File: src/rtl/mtc_ppa_pkg.sv
// Shared mTC-PPA definitions: encoder state and the one-hot to thermometer helper
// used by both the grant encoder and the grant converter benches.
package mtc_ppa_pkg;

    localparam int MTC_MAX_W = 64;

    typedef enum logic {
        ST_EMPTY = 1'b0,
        ST_BUSY  = 1'b1
    } gnt_enc_state_e;

    // Prefix-OR from bit 0 upward: one-hot k becomes ones at every j >= k.
    function automatic logic [MTC_MAX_W-1:0] thermo_from_onehot(input logic [MTC_MAX_W-1:0] oh);
        logic [MTC_MAX_W-1:0] t;
        t    = '0;
        t[0] = oh[0];
        for (int j = 1; j < MTC_MAX_W; j++)
            t[j] = t[j-1] | oh[j];
        return t;
    endfunction

endpackage

File: src/rtl/mtc_ppa_lsb_splitter.sv
// Peels up to AMOUNT_M lowest set bits off a vector, one per slot, packed from slot 0.
module mtc_ppa_lsb_splitter
    import mtc_ppa_pkg::*;
#(
    parameter int WIDTH_N  = 2,
    parameter int AMOUNT_M = 1
) (
    input  logic [WIDTH_N-1:0]               vec,
    output logic [AMOUNT_M-1:0][WIDTH_N-1:0] slot_oh,
    output logic [AMOUNT_M-1:0]              slot_mask,
    output logic [WIDTH_N-1:0]               taken_bits
);

    always_comb begin
        logic [WIDTH_N-1:0] rem;
        logic [WIDTH_N-1:0] lsb;
        rem       = vec;
        lsb       = '0;
        slot_oh   = '0;
        slot_mask = '0;
        for (int i = 0; i < AMOUNT_M; i++) begin
            lsb          = rem & (~rem + WIDTH_N'(1));
            slot_oh[i]   = lsb;
            slot_mask[i] = |lsb;
            rem          = rem & ~lsb;
        end
        taken_bits = vec & ~rem;
    end

endmodule

File: src/rtl/mtc_ppa_gnt_encoder.sv
// Multi-hot grant vector -> AMOUNT_M thermometer slots per beat, split over
// several beats (lowest bits first) when more than AMOUNT_M bits are set.
module mtc_ppa_gnt_encoder
    import mtc_ppa_pkg::*;
#(
    parameter int WIDTH_N  = 2,
    parameter int AMOUNT_M = 1
) (
    input  logic                             clk,
    input  logic                             reset_n,
    input  logic [WIDTH_N-1:0]               in_gnt_i,
    input  logic                             in_gnt_vld_i,
    output logic                             in_gnt_rdy_o,
    output logic [AMOUNT_M-1:0][WIDTH_N-1:0] out_gnt_o,
    output logic [AMOUNT_M-1:0]              out_slot_vld_o,
    output logic                             out_last_o,
    output logic                             out_gnt_vld_o,
    input  logic                             out_gnt_rdy_i
);

    gnt_enc_state_e state_q, state_d;

    logic [WIDTH_N-1:0]               residual_q;
    logic [WIDTH_N-1:0]               src;
    logic [WIDTH_N-1:0]               taken;
    logic [WIDTH_N-1:0]               rem_next;
    logic [AMOUNT_M-1:0][WIDTH_N-1:0] slot_oh;
    logic [AMOUNT_M-1:0][WIDTH_N-1:0] slot_th;
    logic [AMOUNT_M-1:0]              slot_mask;
    logic                             accept, advance, drain, load;

    // Ready may look through to out_gnt_rdy_i so the last beat hands off with no bubble.
    assign in_gnt_rdy_o = !out_gnt_vld_o | (out_gnt_rdy_i & out_last_o);
    assign accept       = in_gnt_vld_i & in_gnt_rdy_o;
    assign advance      = out_gnt_vld_o & out_gnt_rdy_i & !out_last_o;
    assign drain        = out_gnt_vld_o & out_gnt_rdy_i & out_last_o & !accept;
    assign load         = accept | advance;

    assign src      = accept ? in_gnt_i : residual_q;
    assign rem_next = src & ~taken;

    mtc_ppa_lsb_splitter #(
        .WIDTH_N  (WIDTH_N),
        .AMOUNT_M (AMOUNT_M)
    ) u_split (
        .vec        (src),
        .slot_oh    (slot_oh),
        .slot_mask  (slot_mask),
        .taken_bits (taken)
    );

    for (genvar i = 0; i < AMOUNT_M; i++) begin : g_slot
        assign slot_th[i] = WIDTH_N'(thermo_from_onehot(MTC_MAX_W'(slot_oh[i])));
    end

    always_ff @(posedge clk or negedge reset_n) begin
        if (!reset_n) state_q <= ST_EMPTY;
        else          state_q <= state_d;
    end

    always_comb begin
        state_d = state_q;
        if (load)       state_d = ST_BUSY;
        else if (drain) state_d = ST_EMPTY;
    end

    always_comb begin
        out_gnt_vld_o = (state_q == ST_BUSY);
    end

    // Beat registers only move on a load, which keeps them stable under backpressure.
    always_ff @(posedge clk or negedge reset_n) begin
        if (!reset_n) begin
            residual_q     <= '0;
            out_gnt_o      <= '0;
            out_slot_vld_o <= '0;
            out_last_o     <= 1'b0;
        end else if (load) begin
            residual_q     <= rem_next;
            out_gnt_o      <= slot_th;
            out_slot_vld_o <= slot_mask;
            out_last_o     <= (rem_next == '0);
        end
    end

endmodule

File: config.mk
export PLATFORM = sky130hd
export DESIGN_NAME = mtc_ppa_gnt_encoder
export DESIGN_NICKNAME = d
export VERILOG_FILES = /design/src/rtl/mtc_ppa_pkg.sv /design/src/rtl/mtc_ppa_lsb_splitter.sv /design/src/rtl/mtc_ppa_gnt_encoder.sv
export SDC_FILE = /design/constraint.sdc
export NUM_CORES = 1
export LEC_CHECK = 0
export CAP_MARGIN = 30
export CORE_AREA = 2 2 39 41
export DETAILED_ROUTE_END_ITERATION = 12
export DIE_AREA = 0 0 41 43
export GPL_ROUTABILITY_DRIVEN = 0
export PLACE_DENSITY_LB_ADDON = 0.1
export SETUP_SLACK_MARGIN = 0.4
export SYNTH_ARGS = -nofsm -noshare
export SYNTH_HDL_FRONTEND = slang
export SYNTH_SLANG_ARGS = --single-unit
File: constraint.sdc
create_clock -name clk -period 1.4 [get_ports clk]
set_clock_uncertainty 0.2 [all_clocks]
set_input_delay 0.21 -clock clk [delete_from_list [all_inputs] [get_ports clk]]
set_output_delay 0.21 -clock clk [all_outputs]
set_load 0.05 [all_outputs]
Yosys cells after proc, flatten, opt, wreduce, memory -nomap -nowiden
Index checks and enable logic that the tools add are counted.

operators by class
  add/sub/neg operators = 1
  multipliers = 0
  divide/modulo/power cells = 0
  magnitude comparators = 0
  equal/unequal tests = 0
  shift-type cells = 0
  multiplexer cells = 3
  bitwise logic cells = 17
  reduce and logical (&&, ||, !) cells = 6

operators with widths
  operator             count
  $and 2x2->2          4
  $not 2->2            4
  $and 1x1->1          6
  $logic_not 1->1      3
  $or 1x1->1           3
  $add 2x1->2 const B  1
  $logic_not 2->1      1
  $mux 1               2
  $mux 2               1
  $reduce_bool 2->1    1
  $reduce_or 2->1      1

storage, ports and cells
  bits in registers = 7
  latch bits = 0
  memory bits (writable) = 0
  memory bits (read-only) = 0
  input port bits = 6
  output and inout bits = 6
  memories kept = 0

Longest topological paths before layout
  depth in word-level cells = 14
  gate-level depth with buffers = 4
  gate-level depth less buffers = 4

Hierarchy
From an unflattened synthesis, not the netlist that was laid out.

second synthesis, totals
  cell total of the unflattened synthesis = 40
  area, all modules = 425.4 um^2

modules (own cells, without submodules)
  module                instances  cells each  area an instance (um^2)
  mtc_ppa_gnt_encoder   1          35          390.4
  mtc_ppa_lsb_splitter  1          5           35.0

Worst setup path before layout
Ideal clock, no wire load.

  kind = register -> register
  start point = register state_q (netlist: out_gnt_vld_o)
  end point = register out_slot_vld_o
  library setup time = 0.092 ns
  arrival time = 1.271 ns
  data required time = 1.108 ns
  slack = -0.162 ns
  cell stages (with the launch flop) = 5
  buffers on the path = 0
  cell sequence = dfrtp_1 a21boi_4 nor2b_2 nor3b_2 o31ai_2

between the ends
  cells in the longest elaborated chain, start to end = 8

RTL lines
  element                 line                        RTL
  start, declared         mtc_ppa_gnt_encoder.sv:21   gnt_enc_state_e state_q, state_d;
  start signal, assigned  mtc_ppa_gnt_encoder.sv:58   else state_q <= state_d;
  $logic_not 1->1         mtc_ppa_gnt_encoder.sv:33   assign in_gnt_rdy_o = !out_gnt_vld_o | (out_gnt_rdy_i & out_last_o);
  $or 1x1->1              mtc_ppa_gnt_encoder.sv:33
  $and 1x1->1             mtc_ppa_gnt_encoder.sv:34   assign accept = in_gnt_vld_i & in_gnt_rdy_o;
  $mux 2                  mtc_ppa_gnt_encoder.sv:39   assign src = accept ? in_gnt_i : residual_q;
  $not 2->2               mtc_ppa_lsb_splitter.sv:22  lsb = rem & (~rem + WIDTH_N'(1));
  $add 2x1->2             mtc_ppa_lsb_splitter.sv:22
  $and 2x2->2             mtc_ppa_lsb_splitter.sv:22
  $reduce_or 2->1         mtc_ppa_lsb_splitter.sv:24  slot_mask[i] = |lsb;
  end signal, assigned    mtc_ppa_gnt_encoder.sv:81   out_slot_vld_o <= slot_mask;
  end, declared           mtc_ppa_gnt_encoder.sv:15   output logic [AMOUNT_M-1:0] out_slot_vld_o,

Parallel ways exist; a longest one is shown, timed or not.
A chain may end at the register's enable or synchronous reset.

Worst setup path after layout
  start point = register out_last_o
  end point = output port in_gnt_rdy_o

between the ends
  cells in the longest elaborated chain, start to end = 2

RTL lines
  element                 line                       RTL
  start, declared         mtc_ppa_gnt_encoder.sv:16  output logic out_last_o,
  start signal, assigned  mtc_ppa_gnt_encoder.sv:82  out_last_o <= (rem_next == '0);
  $and 1x1->1             mtc_ppa_gnt_encoder.sv:33
  $or 1x1->1              mtc_ppa_gnt_encoder.sv:33
  end, declared           mtc_ppa_gnt_encoder.sv:13  output logic in_gnt_rdy_o,

No other way between the ends.

==> impl_summary.md <==
Run status
The checks that failed: negative setup slack. The run finished, with violations left.

Drt
For this run, design rule violations remaining after detail routing come to 0. The count of nets left with antenna violations once routing finished came out at 0. The routed length per instance is 10.2 um. The detailed router finished its first iteration with 4 violations. The number of detailed-routing iterations run before antenna repair is 4. The via total after detailed routing is 231.

The via count normalized by instance count is 4.05. The sum of routed wire length over all layers is 580 um.

STA
Once routing completed, OpenROAD measured the worst setup slack at -0.0171 ns. Setup repair after global routing could not meet its margin everywhere. The final period utilization is 1.01. Final hold analysis gives a worst-case slack of 0.0102 ns. The final number of setup-violating endpoints is 2. Timing would allow up to 706 MHz. The count of pins over their slew limit is 0.

The clock period minus final worst setup slack is 1.42 ns. The remaining max-slew budget at the tightest pin is 0.811. The number of endpoints with negative hold slack in the final report came to 0. The transition time at the pin with the least slew margin is 0.284 ns.

Power
The final total power is 0.000699 W. Across the VDD grid, the largest voltage drop is 0.000440 V. The analysis attributes to cell leakage a power of 0.247 nW. The total power density per cell area is 1320 nW/um^2.

Clock tree
The total clock sinks is 5. TritonCTS created 3 clock buffers. The deepest clock path buffer count is 2. The clock latency of the later-clocked register in the worst-skew pair is 0.24 ns. In this run the number of H-tree levels came out at 1. The root buffer cell chosen for the clock tree is clkbuf_4. The clock-pin slew on the worst setup and hold paths is 0.04 ns. For this design, the CTS-stage hold fixing added 0 buffers. The CTS tree is done.

Die
The I/O pin count is 12. The number of standard-cell rows in the floorplan is 14. The die covers 1760 um^2. The starting density of the core is 0.186. The horizontal die dimension is 41 um.

The chip height is 43 um. The placeable core region is 1380 um^2.

Place
In this run, placement finished with an instance count of 50. The number of port buffers is 11. Before CTS, the worst setup slack after placement is -0.255 ns. The placed wire-length estimate is 431 um.

Finish
The final net count is 48. The layout cell share with drive strength beyond 1 is 0.634. For this run, the share of the core covered by cells in the final layout is 0.382. In the layout the commonest cells are buf_12 (6), buf_4 (5), clkdlybuf4s50_1 (4). 0 antenna diodes ended up in the layout. Leaving out fill and tap cells, the most frequent cell in the layout is buf_12. Excluding fillers, the count of instances in the completed layout stands at 57. The area added between synthesis and finish is 105%.

Worst setup path
STA puts the critical path data arrival time at 1.01 ns. The signal on the critical path passes through a21boi_4 > inv_2 > buf_12. The data required time at the worst endpoint is 0.99 ns. The setup path with the least slack is of type flop to output port. The endpoint class of the critical path is an output port. The maximum fanout along the worst path is 2.

The type of origin of the critical path is a flop. The longest individual stage delay on the worst path is 0.41 ns. The slowest stage of the critical path belongs to the cell dfrtp_2.

Yosys
The count of synthesis-stage warnings from yosys is 0. Averaged over all synthesized cells, the footprint is 12.3 um^2. Of the synthesized area, sequential elements account for 0.485. In the synthesized netlist, the number of instances is 21. The post-synthesis sequential element count is 5. The number of distinct library cell variants in the gate-level netlist after synthesis is 15.

After synthesis, the cell types taking the most area are dfrtp_1 (49%), a21boi_4 (7.3%), nor3b_2 (4.9%). Synthesis produced a netlist with a net count of 27. The post-synthesis cell area is 258 um^2.

The share of the synthesized area in the top cell type is 0.485. The largest total area in the synthesized netlist belongs to dfrtp_1.

Global routing
The pin count of the biggest net entering global routing is 6. Summed over all layers, the global routing overflow is 0. The number of antenna violations at the first check in global routing is 0. The first global-routing pass estimated 966 um of wire.

The via count of the first global-routing pass came to 223. The total global routing track utilization is 0.0870.

Run
Across the run, the number of max-cap violations was 0.

Hold path
In this run the worst hold path is classified as input port to async pin.
## critical path: cells and delay by family (launching register included)
family                 cells  cell delay [ns]
AO/OA/AOI/OAI              1             0.16
buffers and inverters      2             0.20
flip-flops                 1             0.41
## state kept, by name (all words and copies together) (netlist names)
register        flops
out_slot_vld_o      1
out_gnt_o           1
residual_q          1
out_last_o          1
out_gnt_vld_o       1
## area by class of cell
class,instances,area (um^2)
Fill cell,142,855
Inverter,3,11.3
Tap cell,16,20.0
Timing Repair Buffer,17,218
Multi-Input combinational cell,12,125
Clock buffer,4,26.3
Sequential cell,5,129
## power breakdown
part           switching [W]  total (W)  internal, W
Combinational       0.000166   0.000341     0.000176
Sequential         0.0000257   0.000195     0.000169
Clock              0.0000554   0.000163     0.000108
## cell usage after synthesis (all sizes together)
| cell type | number |
|---|---|
| or2 | 1 |
| a22o | 1 |
| inv | 3 |
| a32o | 1 |
| nor2b | 2 |
| dfrtp | 5 |
| buf | 1 |
| nand2 | 1 |
| o22ai | 1 |
| nor3b | 1 |
| o31ai | 1 |
| a32oi | 1 |
| nor2 | 1 |
| a21boi | 1 |
## path summary, 6_finish.rpt
path,start,to,slack (ns),depth (start not counted)
max in group asynchronous,reset_n,out_last_o,0.76,1
max,out_last_o,in_gnt_rdy_o,-0.02,3
min reg2reg,residual_q[1],residual_q[1],0.30,1
min in group clk,residual_q[1],residual_q[1],0.30,1
min,reset_n,out_gnt_o[0],0.01,1
max reg2reg,out_gnt_vld_o,out_slot_vld_o,-0.01,5
## metal layers
metal,vias up,wire (um),track usage
met5,-,0,0
met4,0,0,0.0800
met3,0,54,0.0314
met2,12,254,0.106
met1,106,271,0.112
li1,113,-,-
## per-stage QoR
step	setup TNS [ns]	instance area (um^2)
2_1_floorplan	-0.0621	262
3_3_place_gp	-0.844	467
3_5_place_dp	-0.913	467
4_1_cts	-0.0688	519
5_1_grt	-0.210	529
6_report	-0.0302	529
## timing repair
action                     4_1_cts  5_1_grt
setup endpoints to repair       11       11
gates resized for setup          2        3
pin swaps                        2        4
setup buffers                    3        0
## logic make-up after synthesis
family | after synthesis | share of synthesized area
buffers and inverters | 4 | 0.0728
AND/OR/NAND/NOR | 6 | 0.160
flip-flops | 5 | 0.485
AO/OA/AOI/OAI | 6 | 0.282
No activity file was read; power rests on OpenSTA's default activity.
==> patch 1, RTL diff (same settings) <==
`WIDTH_N` is set to 2 in 2 places; all go to 4.
--- a/src/rtl/mtc_ppa_lsb_splitter.sv
+++ b/src/rtl/mtc_ppa_lsb_splitter.sv
@@ -4,3 +4,3 @@
 #(
-    parameter int WIDTH_N  = 2,
+    parameter int WIDTH_N  = 4,
     parameter int AMOUNT_M = 1
--- a/src/rtl/mtc_ppa_gnt_encoder.sv
+++ b/src/rtl/mtc_ppa_gnt_encoder.sv
@@ -5,3 +5,3 @@
 #(
-    parameter int WIDTH_N  = 2,
+    parameter int WIDTH_N  = 4,
     parameter int AMOUNT_M = 1
Interface: changed (resized in_gnt_i and out_gnt_o); port bits go from 12 to 16. The function was not compared with the original's and may differ.
==> patch 1 against the unedited design <==
  * The flow still finishes with violations (setup timing)
  * Cell count increased by 89%
  * Count of clock-buffer cells in the layout unchanged
  * Worst setup slack got worse by 210 ps
  * Area after synthesis increased by 100%
  * Die area unchanged
  * Cell area increased by 110%
  * Total power increased to 3.4 times the old value
  * Sequential power increased to 2.8 times the old value
  * Via count increased by 140%
  * Routed wire length increased to 2.9 times the old value
  * Sequential cell count increased by 5
  * Sequential share of layout area decreased by 0.80 points
  * Non-clock buffer count increased by 20
  * Largest power group unchanged
==> patch 1: results (changes against the unedited design) <==
metric,value,unit,change
bufs w/o clock,37,,+20
share of layout cells above drive strength 1,63.0,%,-0.37 points
post-route cell area,1100,um2,+110%
slew at the pin with the worst max-slew slack,262,ps,-22.2 ps
Worst Path Arrival,1570,ps,+560 ps
sequential share of power,23.2,%,-4.7 points
outcome,finished with violations,,
Placed Area,900,um2,+93%
first-pass GRT wire length,2550,um,+160%
Seq. pwr,546,uW,+180%
synth cell count leaders,"dfrtp_1 (10), nand2_1 (8), a21oi_1 (3), nor2_1 (3)",,
Non-clock inverters,4,,+1
global-route usage over all layers,22.3,%,+14 points
Cell variety after synth,28,,+13
Mapped Nets,60,,+120%
placed cells,98,,+96%
final net count,101,,+110%
Multi-input gate area,342,um2,+170%
latest clock arrival within the worst-skew pair,260,ps,+20 ps
Fin Setup TNS,-1600,ps,-1570 ps
crit path max fanout,5,,+3
area fraction in compound gates after synthesis,28.0,%,-0.20 points
Max IR drop VDD,1.45,mV,+230%
FF/Latch Area,259,um2,+100%
post-synthesis average cell area,9.99,um2,-19%
DP HPWL,1090,um,+150%
"slowest stage delay, CP",570,ps,+160 ps
Fill cells,84,,-41%
input/output buffers,15,,+4
failing checks,setup timing,,
non-clk buf share,39.6,%,-1.5 points
final-report setup violation count,12,,+10
Synth Register Bits,10,,+5
vias,563,,+140%
Place WS,-449,ps,-194 ps
largest net degree at the start of global routing,11,,+5
final setup margin,-228,ps,-211 ps
Area contributors post-synth,"dfrtp_1 (48%), nand2_1 (5.8%), a21boi_4 (3.6%)",,
patch 1: cell types whose count changed in the layout (fill, tap and decap cells not counted), moves of 3 or more:
cell and delta:
dfrtp_2 +4, nand2_1 +4, buf_6 +6, nand2_2 +3, buf_12 +3, a21oi_1 +3, o21ai_1 +4, buf_4 +9
patch 1: what timing repair did:
item,CTS,global route
gates resized for setup,18,10
buffers inserted,5,1
setup endpoints to repair,18,18
pin swaps,3,2
hold buffers,0,0
patch 1: path summary, 6_finish.rpt:
kind                                                from                        end  cells after the start
worst min-delay path                             reset_n  out_gnt_vld_o$_DFFE_PN0P_                      2
min in group clk                            in_gnt_vld_i  out_gnt_vld_o$_DFFE_PN0P_                      3
max in group asynchronous                        reset_n   out_gnt_o[0]$_DFFE_PN0P_                      2
worst max register to register    out_last_o$_DFFE_PN0P_     out_last_o$_DFFE_PN0P_                      6
worst max-delay path                         in_gnt_i[0]     out_last_o$_DFFE_PN0P_                      5
worst min register to register  out_gnt_o[3]$_DFFE_PN0P_   out_gnt_o[3]$_DFFE_PN0P_                      2
patch 1: metal layers:
layer	routed length, um	part of all wire, %	global-route usage, %	vias to the layer above
met5	0	0	0	-
li1	-	-	-	271
met2	879	52	35.3	22
met3	77	4.6	4.71	8
met1	645	39	28.7	262
met4	72	4.3	8.00	0
patch 1: kinds of logic after synthesis:
family                 after synthesis
buffers and inverters                5
and+or+nand+nor                     19
DFF                                 10
AOI/OAI and AO/OA                   18
patch 1: critical path: cells and delay by family:
| family | cells | cell delay (ps) |
|---|---|---|
| buffers and inverters | 1 | 570 |
| AO/OA/AOI/OAI | 3 | 540 |
| AND/OR/NAND/NOR | 1 | 240 |
==> patch 2, RTL diff (config.mk and constraints unchanged) <==
Without the edit above. Reset style: synchronous (`reset_n`), changed in 2 clocked blocks.
--- a/src/rtl/mtc_ppa_gnt_encoder.sv
+++ b/src/rtl/mtc_ppa_gnt_encoder.sv
@@ -55,3 +55,3 @@
 
-    always_ff @(posedge clk or negedge reset_n) begin
+    always_ff @(posedge clk) begin
         if (!reset_n) state_q <= ST_EMPTY;
@@ -71,3 +71,3 @@
     // Beat registers only move on a load, which keeps them stable under backpressure.
-    always_ff @(posedge clk or negedge reset_n) begin
+    always_ff @(posedge clk) begin
         if (!reset_n) begin
Behaviour: differs if reset_n is asserted again (counterexample within 4 cycles, from zero or initial values and one cycle with reset_n low); with reset_n held inactive, the same outputs for 10 cycles.
==> patch 2 against the unedited design <==
  * Die area unchanged
  * Global-route usage is 0.54 points higher
  * Synthesized cell count rose by 19%
  * Worst setup slack improved by 36 ps
  * Routed wire length is 20% higher
  * Cell area up 12%
  * Cell count is 16% higher
  * Total power down 19%
  * Largest power group unchanged
  * Sequential share of layout area down 5.3 points
  * Critical path type unchanged
  * Core utilization grew 4.4 points
  * Area after synthesis shrank 12%
  * Sequential cell count unchanged
==> patch 2: results (changes against the unedited design) <==
metric,value,unit,change
initial antenna violation count,0,,unchanged
r2r endpoint,out_last_o$_SDFFE_PN0P_,,
outcome,"complete, no violations",,
bufs w/o clock,22,,+5
Mapped Cells,25,,+19%
clk buf depth,2,,unchanged
Clock buf/inv share,4.45,%,-0.52 points
Worst Path Arrival,970,ps,-40 ps
final net count,57,,+19%
vias,281,,+22%
crit path kind,reg -> out,,
worst reg2reg setup slack,40,ps,+50 ps
Non-clock inverters,3,,unchanged
Area contributors post-synth,"dfxtp_1 (44%), nand4_1 (5.5%), a21boi_2 (5.0%)",,
DR pass1 iterations,1,,-3
placed cells,55,,+10%
"Seq/Total Area, Yosys",44.2,%,-4.3 points
worst r2r src,out_gnt_vld_o$_SDFFE_PN0P_,,
Iteration-0 DRC Markers,0,,-4
vias in the first global route,285,,+28%
multi-input combinational area share,24.4,%,+0.72 points
final hold slack,267,ps,+257 ps
Mapped Nets,31,,+15%
Multi-input gate area,144,um2,+15%
first-pass GRT wire length,1010,um,+5.0%
Wirelength per Cell,10.5,um,+3.3%
largest net degree at the start of global routing,5,,-1
Max IR drop VDD,0.332,mV,-25%
fraction of registers with async set or reset after synthesis,0,%,-100 points
LEAKAGE,0.258,nW,+4.5%
"area leader, netlist",dfxtp_1,,
Cell variety after synth,17,,+2
Worst slew margin,78.4,%,-2.7 points
share of layout cells above drive strength 1,62.0,%,-1.4 points
worst reg2reg path depth,5,,unchanged
Placed Area,463,um2,-0.80%
#MultiIn Comb,16,,+4
"slowest stage delay, CP",340,ps,-70 ps
synth cell count leaders,"dfxtp_1 (5), inv_1 (2), nand2_1 (2), nand4_1 (2), nor2_1 (2)",,
CTS Sinks,5,,unchanged
final std cells w/o fill,66,,+16%
non-clk buf share,46.4,%,+5.3 points
Seq/total area,19.1,%,-5.3 points
CP max stage cell,dfxtp_4,,
Worst Hold Class,reg -> reg,,
input/output buffers,11,,unchanged
Fmax,724,MHz,+2.6%
crit path max fanout,2,,unchanged
Fill cells,133,,-6.3%
Place WS,-254,ps,+1.56 ps
# clk buffers,4,,unchanged
global-route usage over all layers,9.25,%,+0.54 points
CP endpoint,in_gnt_rdy_o,,
-- patch 2: logic make-up (layout without fill, tap and decap cells) --
logic type	after synthesis	count (layout)	share of synthesized area, %
flops	5	5	44.2
compound gates	7	7	24.9
simple gates	9	9	22.7
buf+inv	4	29	8.29
-- patch 2: worst register-to-register path, cell delays in order (launching register included) --
cell	delay [ps]
dfxtp_4	330
buf_6	120
nor2b_4	120
a2bb2oi_2	120
buf_4	140
o211a_1	220
-- patch 2: report_power, final --
group	switching, mW	internal (mW)	total, mW
registers	0.0129	0.155	0.168
logic	0.103	0.129	0.232
clock network	0.0595	0.108	0.167
total	0.176	0.392	0.567
-- patch 2: repair_timing --
| action | CTS | global route |
|---|---|---|
| gates resized for setup | 5 | 8 |
| setup buffers | 3 | 4 |
| setup endpoints to repair | 11 | 11 |
| pin swaps | 1 | 4 |
-- patch 2: layer usage --
metal  vias up  track usage [%]  share of wire, %
met5         -                0                 0
met4         0             10.0               5.0
met3         5             3.14               5.3
met2         8             14.1                59
met1       129             8.39                31
li1        139                -                 -
